==> src/rtl/acc_stream.sv <==
// acc_stream: streaming accumulator that sums LEN unsigned terms through a
// ripple-carry adder and counts adder carry-outs (saturating).
// Ports:
//   CLK, RST            clock, synchronous active-high reset
//   START, LEN          begin a run of LEN terms (sampled only in IDLE)
//   IN_VALID/IN_READY   term handshake, IN_DATA is the term
//   OUT_VALID/OUT_READY result handshake, SUM and CARRY_CNT are the result
//   BUSY                high while a run is accumulating or awaiting hand-off

// rca: N-bit ripple-carry adder built from a chain of full adders.
module rca #(
    parameter int N = 32
) (
    input  logic [N-1:0] a,
    input  logic [N-1:0] b,
    input  logic         cin,
    output logic [N-1:0] s,
    output logic         cout
);
    logic [N:0] c;
    assign c[0] = cin;
    genvar i;
    generate
        for (i = 0; i < N; i++) begin : g_fa
            assign s[i]   = a[i] ^ b[i] ^ c[i];
            assign c[i+1] = (a[i] & b[i]) | (c[i] & (a[i] ^ b[i]));
        end
    endgenerate
    assign cout = c[N];
endmodule

module acc_stream #(
    parameter int SIZE = 32,
    parameter int CNTW = 8
) (
    input  logic            CLK,
    input  logic            RST,
    input  logic            START,
    input  logic [CNTW-1:0] LEN,
    input  logic            IN_VALID,
    output logic            IN_READY,
    input  logic [SIZE-1:0] IN_DATA,
    output logic            OUT_VALID,
    input  logic            OUT_READY,
    output logic [SIZE-1:0] SUM,
    output logic [CNTW-1:0] CARRY_CNT,
    output logic            BUSY
);
    typedef enum logic [1:0] {IDLE, ACC, DONE} state_t;
    state_t          state_q, state_d;
    logic [SIZE-1:0] acc_q, acc_d;
    logic [CNTW-1:0] rem_q, rem_d;
    logic [CNTW-1:0] cnt_q, cnt_d;
    logic [SIZE-1:0] add_s;
    logic            add_cout;
    logic            accept;

    rca #(.N(SIZE)) u_rca (
        .a   (acc_q),
        .b   (IN_DATA),
        .cin (1'b0),
        .s   (add_s),
        .cout(add_cout)
    );

    assign IN_READY  = (state_q == ACC);
    assign OUT_VALID = (state_q == DONE);
    assign BUSY      = (state_q != IDLE);
    assign SUM       = acc_q;
    assign CARRY_CNT = cnt_q;
    assign accept    = IN_VALID && IN_READY;

    always_comb begin
        state_d = state_q;
        acc_d   = acc_q;
        rem_d   = rem_q;
        cnt_d   = cnt_q;
        if (state_q == IDLE && START) begin
            acc_d   = '0;
            cnt_d   = '0;
            rem_d   = LEN;
            state_d = (LEN == '0) ? DONE : ACC;
        end else if (accept) begin
            acc_d   = add_s;
            rem_d   = rem_q - CNTW'(1);
            // carry counter sticks at all-ones instead of wrapping
            cnt_d   = (add_cout && cnt_q != '1) ? cnt_q + CNTW'(1) : cnt_q;
            state_d = (rem_q == CNTW'(1)) ? DONE : ACC;
        end else if (state_q == DONE && OUT_READY) begin
            state_d = IDLE;
        end
    end

    always_ff @(posedge CLK) begin
        if (RST) begin
            state_q <= IDLE;
            acc_q   <= '0;
            rem_q   <= '0;
            cnt_q   <= '0;
        end else begin
            state_q <= state_d;
            acc_q   <= acc_d;
            rem_q   <= rem_d;
            cnt_q   <= cnt_d;
        end
    end
endmodule

==> config.mk <==
export PLATFORM = sky130hd
export DESIGN_NAME = acc_stream
export DESIGN_NICKNAME = d
export VERILOG_FILES = /design/src/rtl/acc_stream.sv
export SDC_FILE = /design/constraint.sdc
export NUM_CORES = 1
export LEC_CHECK = 0
export ABC_CLOCK_PERIOD_IN_PS = 15800
export BUFFER_PORTS_ARGS = -buffer_cell sky130_fd_sc_hd__buf_2
export CAP_MARGIN = 20
export CORE_MARGIN = 5
export CORE_UTILIZATION = 50
export CTS_BUF_LIST = sky130_fd_sc_hd__clkbuf_8
export CTS_CLUSTER_DIAMETER = 120
export DETAILED_ROUTE_END_ITERATION = 10
export GPL_TIMING_DRIVEN = 0
export PLACE_DENSITY = 0.85
export SYNTH_ARGS = -nofsm -noshare
export SYNTH_HDL_FRONTEND = slang
export SYNTH_SLANG_ARGS = --single-unit
==> constraint.sdc <==
create_clock -name CLK -period 15.8 [get_ports CLK]
set_input_delay 0.79 -clock CLK [delete_from_list [all_inputs] [get_ports CLK]]
set_output_delay 0.79 -clock CLK [all_outputs]
set_load 0.05 [all_outputs]
* After elaboration in Yosys (flattened, before gate mapping)
Cells that the tools add are included.
Operators by class: shifts and indexed selects 0, mux-type cells 7, divide/modulo/power cells 0, add/subtract/negate cells 2, reductions and logical operators 11, equal/unequal tests 4, magnitude comparators 0, bitwise gates (word level) 157, $mul 0
Operator list (count):
- 1-bit bitwise AND | 63
- 1-bit bitwise XOR | 63
- 1-bit bitwise OR | 31
- 8-bit 2-to-1 mux | 2
- 2-bit 2-to-1 mux | 5
- 8-bit by 1-bit adder with 8-bit output (second input constant) | 1
- 8-bit by 1-bit equality test with 1-bit output (second input constant) | 1
- 8-bit zero test | 1
- 8-bit != test (second input constant) | 1
- 8-bit by 1-bit subtractor with 8-bit output (second input constant) | 1
- 1-bit logical AND | 4
- 2-bit nonzero test | 2
- 3-bit nonzero test | 1
- 2-bit by 1-bit equality test with 1-bit output (second input constant) | 1
- 2-bit equality test (second input constant) | 1
- 2-bit zero test | 1
- 2-bit AND reduction | 1
- 2-bit OR reduction | 1
Storage, ports and cells: flip-flop bits (word level) 50, bits in read-only memories 0, latch bits 0, word-level logic and storage cells 185, bits in writable memories 0, memories 0

* Longest topological paths before layout
depth in word-level cells 65, gate-level depth with buffers 38, depth with buffers taken out 38

* Modules after synthesis
A second synthesis with hierarchy kept.
Unflattened totals: cells, all modules 305, area total of the unflattened synthesis 2766.4 um^2
By module, submodules not included:
- acc_stream | seq. area each 1001.0 um^2, times used 1, area each 2088.3 um^2, cells an instance 263
- rca | seq. area each 0.0 um^2, times used 1, area each 678.2 um^2, cells an instance 42

* Least setup slack after synthesis
OpenSTA, ideal clock, no wires.
path kind input-to-reg, start input IN_DATA[0], end register cnt_q[1] (netlist: CARRY_CNT[1]), stages on the path 37, arrival 13.076 ns, setup slack 2.597 ns, library setup time 0.128 ns, data required time 15.672 ns, cells stage by stage ha_1 fa_1 fa_1 fa_1 fa_1 fa_1 fa_1 fa_1 fa_1 fa_1 fa_1 fa_1 fa_1 fa_1 fa_1 fa_1 fa_1 fa_1 fa_1 fa_1 fa_1 fa_1 fa_1 fa_1 fa_1 fa_1 fa_1 fa_1 fa_1 fa_1 inv_1 fa_1 inv_1 fa_1 o311ai_0 mux2i_1 nor2_1
On the way: longest elaborated chain between the ends 65
Ends and longest elaborated chain:
- start: declaration | RTL line 42 | input logic [SIZE-1:0] IN_DATA,
- 1-bit bitwise AND (2 in a row) | RTL line 26 | assign c[i+1] = (a[i] & b[i]) | (c[i] & (a[i] ^ b[i]));
- 1-bit bitwise OR | RTL line 26
- 1-bit bitwise AND | RTL line 26
- 1-bit bitwise OR | RTL line 26
- 1-bit bitwise AND | RTL line 26
- 1-bit bitwise OR | RTL line 26
- 1-bit bitwise AND | RTL line 26
- 1-bit bitwise OR | RTL line 26
- [48 not listed]
- 1-bit bitwise AND | RTL line 26
- 1-bit bitwise OR | RTL line 26
- 1-bit bitwise AND | RTL line 26
- 1-bit bitwise OR | RTL line 26
- 1-bit bitwise AND | RTL line 26
- 1-bit bitwise OR | RTL line 26
- 1-bit logical AND | RTL line 87 | cnt_d = (add_cout && cnt_q != '1) ? cnt_q + CNTW'(1) : cnt_q;
- 2-bit AND reduction (no line)
- end signal: assignment | RTL line 104 | cnt_q <= cnt_d;
- end: declaration | RTL line 53 | logic [CNTW-1:0] cnt_q, cnt_d;
No other way between the ends. A chain may end at the register's enable or synchronous reset.

* Worst setup path in the final report
start input IN_DATA[0], end register cnt_q[3] (netlist: CARRY_CNT[3])
Same word-level chain as after synthesis.

==> metrics.json <==
{
  "status": {"value": "completed"},
  "finalSetupViolCount": {"value": 0},
  "syn_nets": {"value": 378},
  "placed_cells_incl_taps": {"value": 455},
  "postCtsHoldBufs": {"value": 0},
  "synth_top_flop_cell": {"value": "sky130_fd_sc_hd__dfxtp_1"},
  "synth_area": {"value": 2720, "unit": "sq um"},
  "post_synth_num_cell_types": {"value": 35},
  "maxCapViolCount": {"value": 0},
  "timing.setup.tns": {"value": 0, "unit": "ns"},
  "num-nets-final": {"value": 472},
  "grt_setup_unrepaired": {"value": "no"},
  "critical-path-max-stage-delay": {"value": 0.42, "unit": "ns"},
  "drt_iter0_markers": {"value": 117},
  "fp.dieW": {"value": 83.7, "unit": "um"},
  "synthesis.instances": {"value": 298},
  "ios": {"value": 88},
  "detailedPlacementHpwl": {"value": 5180, "unit": "um"},
  "grt_first_pass_wirelength": {"value": 11100, "unit": "um"},
  "timing.critical_path.max_delay_family": {"value": "adder cells"},
  "critical-path-slowest-cell": {"value": "sky130_fd_sc_hd__fa_1"},
  "cp.buffers_inverters": {"value": 3},
  "final_hold_viol_count": {"value": 0},
  "clock_buffer_count_from_cts": {"value": 5},
  "clock_skew": {"value": 0.0110, "unit": "ns"},
  "leakage": {"value": 1.47, "unit": "nW"},
  "number_of_antenna_violations_at_the_first_check_in_global_routing": {"value": 0},
  "hold_path_endpoint": {"value": "rem_q[5]"},
  "number_of_warnings_issued_by_yosys": {"value": 0},
  "stdcell_count": {"value": 462},
  "min_path_cells": {"value": 2},
  "synthToLayoutAreaGrowth": {"value": 23.2, "unit": "%"},
  "critical_path_class": {"value": "in2reg"},
  "min-delay-start": {"value": "rem_q[5]"},
  "floorplan.core_area": {"value": 5200, "unit": "sq um"},
  "cts.clk_slew.worst_paths": {"value": 0.09, "unit": "ns"},
  "routedWlPerCell": {"value": 13.9, "unit": "um"},
  "critical_r2r_capture": {"value": "CARRY_CNT[3]"},
  "avgViaCountPerCell": {"value": 5.20},
  "clk-insertion-delay-late": {"value": 0.30, "unit": "ns"},
  "crit_top_cell": {"value": "sky130_fd_sc_hd__fa_1"},
  "gp_routability_congestion": {"value": 0.860},
  "fillerInstances": {"value": 448},
  "timing.slew.headroom": {"value": 40.9, "unit": "%"},
  "cts_htree_levels": {"value": 2},
  "synth_enable_flop_cells": {"value": 0},
  "clockBufferDepth": {"value": 2},
  "layout-drive-gt1-share": {"value": 26.3, "unit": "%"},
  "clock-sinks": {"value": 50},
  "min_path_type": {"value": "reg2reg"},
  "ant_nets": {"value": 0},
  "ys_ff_latch": {"value": 50},
  "final_antenna_diode_count": {"value": 0},
  "rows": {"value": 26},
  "total_power_density_per_cell_area": {"value": 82.8, "unit": "nW/um^2"},
  "start_util": {"value": 52.2, "unit": "%"},
  "critPathMaxFanout": {"value": 3},
  "required": {"value": 16.02, "unit": "ns"},
  "time_the_worst_path_needs_with_i_o_delays_and_setup": {"value": 13.59, "unit": "ns"},
  "final_core_util": {"value": 64.3, "unit": "%"},
  "worst_setup_path_start_kind": {"value": "input port"},
  "wl": {"value": 6440, "unit": "um"},
  "vdd_ir_drop_max": {"value": 0.0439, "unit": "mV"},
  "postCtsResizedCells": {"value": 0},
  "synth_area_per_cell": {"value": 9.12, "unit": "sq um"},
  "dr.pass1.iters": {"value": 4},
  "dieArea": {"value": 7010, "unit": "sq um"},
  "track_usage": {"value": 19.1, "unit": "%"},
  "endpoint_kind": {"value": "flip-flop"},
  "drcViolationCount": {"value": 0},
  "num_vias": {"value": 2404},
  "timing.final.max_slew_violations": {"value": 0},
  "clk_root_buffer_cell": {"value": "sky130_fd_sc_hd__clkbuf_8"},
  "worst_reg2reg_setup_slack": {"value": 2.42, "unit": "ns"},
  "chipHeight": {"value": 83.7, "unit": "um"},
  "cp.arrival": {"value": 13.81, "unit": "ns"},
  "number_of_global_route_vias_before_repair": {"value": 2461},
  "grt_max_degree": {"value": 16},
  "postCtsSetupBuffers": {"value": 0},
  "port_buffers": {"value": 87},
  "rr_startpoint": {"value": "SUM[0]"},
  "tightestPinTransition": {"value": 0.876, "unit": "ns"},
  "finalCritPeriodShare": {"value": 86.0, "unit": "%"},
  "reg2regPathDepth": {"value": 37},
  "fmax": {"value": 73.6, "unit": "MHz"},
  "synth-async-reset-ratio": {"value": 0, "unit": "%"},
  "grt.overflow.total": {"value": 0},
  "cts_tree": {"value": "yes"},
  "synth_sequential_area_ratio": {"value": 36.8, "unit": "%"}
}
worst register-to-register path, delay by kind of cell (launching register included):
| family | cells | cell delay, ns |
|---|---|---|
| buffers and inverters | 2 | 0.13 |
| flip-flops | 1 | 0.34 |
| AO/OA/AOI/OAI | 2 | 0.52 |
| adder cells (fa/ha/maj) | 32 | 12.22 |
| AND/OR/NAND/NOR | 1 | 0.10 |
report_power, final:
part / switching (mW) / internal (mW)
Clock: 0.0426 / 0.0466
Sequential: 0.00444 / 0.130
Combinational: 0.0343 / 0.0188
Total: 0.0814 / 0.196
final cells by class:
class / count / area (sq um) / share of cell area (%)
flip-flops and latches: 50 / 1000 / 29.9
clock inverters: 2 / 38.8 / 1.16
plain buffers: 16 / 62.6 / 1.87
well taps: 70 / 87.6 / 2.62
clock buffers: 5 / 68.8 / 2.06
multi-input cells: 223 / 1620 / 48.4
repair buffers: 87 / 435 / 13.0
inverters: 9 / 33.8 / 1.01
how the worst max path moves through the flow:
stage / from / to / slack (ns) / depth (start not counted)
floorplan: IN_DATA[0] / CARRY_CNT[1] / 2.60 / 37
CTS: IN_DATA[0] / CARRY_CNT[3] / 2.16 / 38
finish: IN_DATA[0] / CARRY_CNT[3] / 2.21 / 38
global route: IN_DATA[0] / CARRY_CNT[1] / 1.74 / 38
detailed placement: IN_DATA[0] / CARRY_CNT[6] / 1.89 / 39
global placement: IN_DATA[0] / CARRY_CNT[1] / 2.06 / 38
flip-flops by register name, indices dropped and copies added, names as in the netlist:
signal / count
state_q: 2
CARRY_CNT: 8
SUM: 32
rem_q: 8
metal layers:
| metal | part of all wire [%] | track usage [%] | vias to the layer above |
|---|---|---|---|
| li1 | - | - | 1182 |
| met1 | 41 | 23.0 | 1145 |
| met2 | 51 | 33.6 | 69 |
| met3 | 5.9 | 5.33 | 8 |
| met4 | 1.3 | 4.82 | 0 |
| met5 | 0 | 0 | - |
cell usage in the layout (no fill, tap or decap), types with 4 or more instances in the layout:
| cell type | n |
|---|---|
| sky130_fd_sc_hd__buf_2 | 89 |
| sky130_fd_sc_hd__nand2_1 | 68 |
| sky130_fd_sc_hd__dfxtp_1 | 50 |
| sky130_fd_sc_hd__a21oi_1 | 40 |
| sky130_fd_sc_hd__fa_1 | 31 |
| sky130_fd_sc_hd__nor2_1 | 22 |
| sky130_fd_sc_hd__clkbuf_1 | 13 |
| sky130_fd_sc_hd__inv_1 | 9 |
| sky130_fd_sc_hd__nand3_1 | 8 |
| sky130_fd_sc_hd__o21ai_0 | 6 |
| sky130_fd_sc_hd__clkbuf_8 | 5 |
| sky130_fd_sc_hd__nor4_1 | 4 |
| sky130_fd_sc_hd__mux2i_1 | 4 |
| sky130_fd_sc_hd__nor3_1 | 4 |
| sky130_fd_sc_hd__ha_1 | 4 |
Yosys cell counts, types with 2 or more instances:
cell type | instances | share of area (%)
sky130_fd_sc_hd__ha_1 | 4 | 1.8
sky130_fd_sc_hd__nand2b_1 | 2 | 0.46
sky130_fd_sc_hd__nor2b_1 | 3 | 0.69
sky130_fd_sc_hd__nor3b_1 | 3 | 0.83
sky130_fd_sc_hd__or3_2 | 2 | 0.55
sky130_fd_sc_hd__a211oi_1 | 2 | 0.55
sky130_fd_sc_hd__nor4_1 | 4 | 0.92
sky130_fd_sc_hd__fa_1 | 31 | 23
sky130_fd_sc_hd__buf_2 | 2 | 0.37
sky130_fd_sc_hd__o311ai_0 | 3 | 0.97
sky130_fd_sc_hd__nand2_1 | 68 | 9.4
sky130_fd_sc_hd__or4_4 | 2 | 0.83
sky130_fd_sc_hd__clkbuf_1 | 13 | 1.8
sky130_fd_sc_hd__mux2i_1 | 4 | 1.5
sky130_fd_sc_hd__nor2_1 | 22 | 3.0
sky130_fd_sc_hd__dfxtp_1 | 50 | 37
sky130_fd_sc_hd__a21oi_1 | 40 | 7.4
sky130_fd_sc_hd__o21ai_0 | 6 | 1.1
sky130_fd_sc_hd__inv_1 | 9 | 1.2
sky130_fd_sc_hd__a221oi_1 | 2 | 0.64
sky130_fd_sc_hd__nor3_1 | 4 | 0.74
sky130_fd_sc_hd__nand3_1 | 8 | 1.5
sky130_fd_sc_hd__a31oi_1 | 2 | 0.46
cells by family after synthesis:
kind of cell               Yosys count  share of synthesized area, %
DFF                                 50                          36.8
buffers and inverters               25                          3.55
xor gates and xnor gates             1                         0.322
AOI/OAI and AO/OA                   59                          12.6
and+or+nand+nor                    124                          20.5
muxes                                4                          1.47
adders and majority gates           35                          24.7
per-stage QoR:
| stage | worst slack (ns) | total power, mW | area [sq um] | hold WS [ns] |
|---|---|---|---|---|
| 2_1_floorplan | 2.60 | 0.172 | 2720 | 0.452 |
| 3_3_place_gp | 2.06 | 0.189 | 3240 | 0.467 |
| 3_5_place_dp | 1.89 | 0.191 | 3240 | 0.477 |
| 4_1_cts | 2.16 | 0.279 | 3350 | 0.492 |
| 5_1_grt | 1.74 | 0.292 | 3350 | 0.518 |
| 6_report | 2.21 | 0.277 | 3350 | 0.486 |
Note: power is estimated with default switching activity, not from simulation.
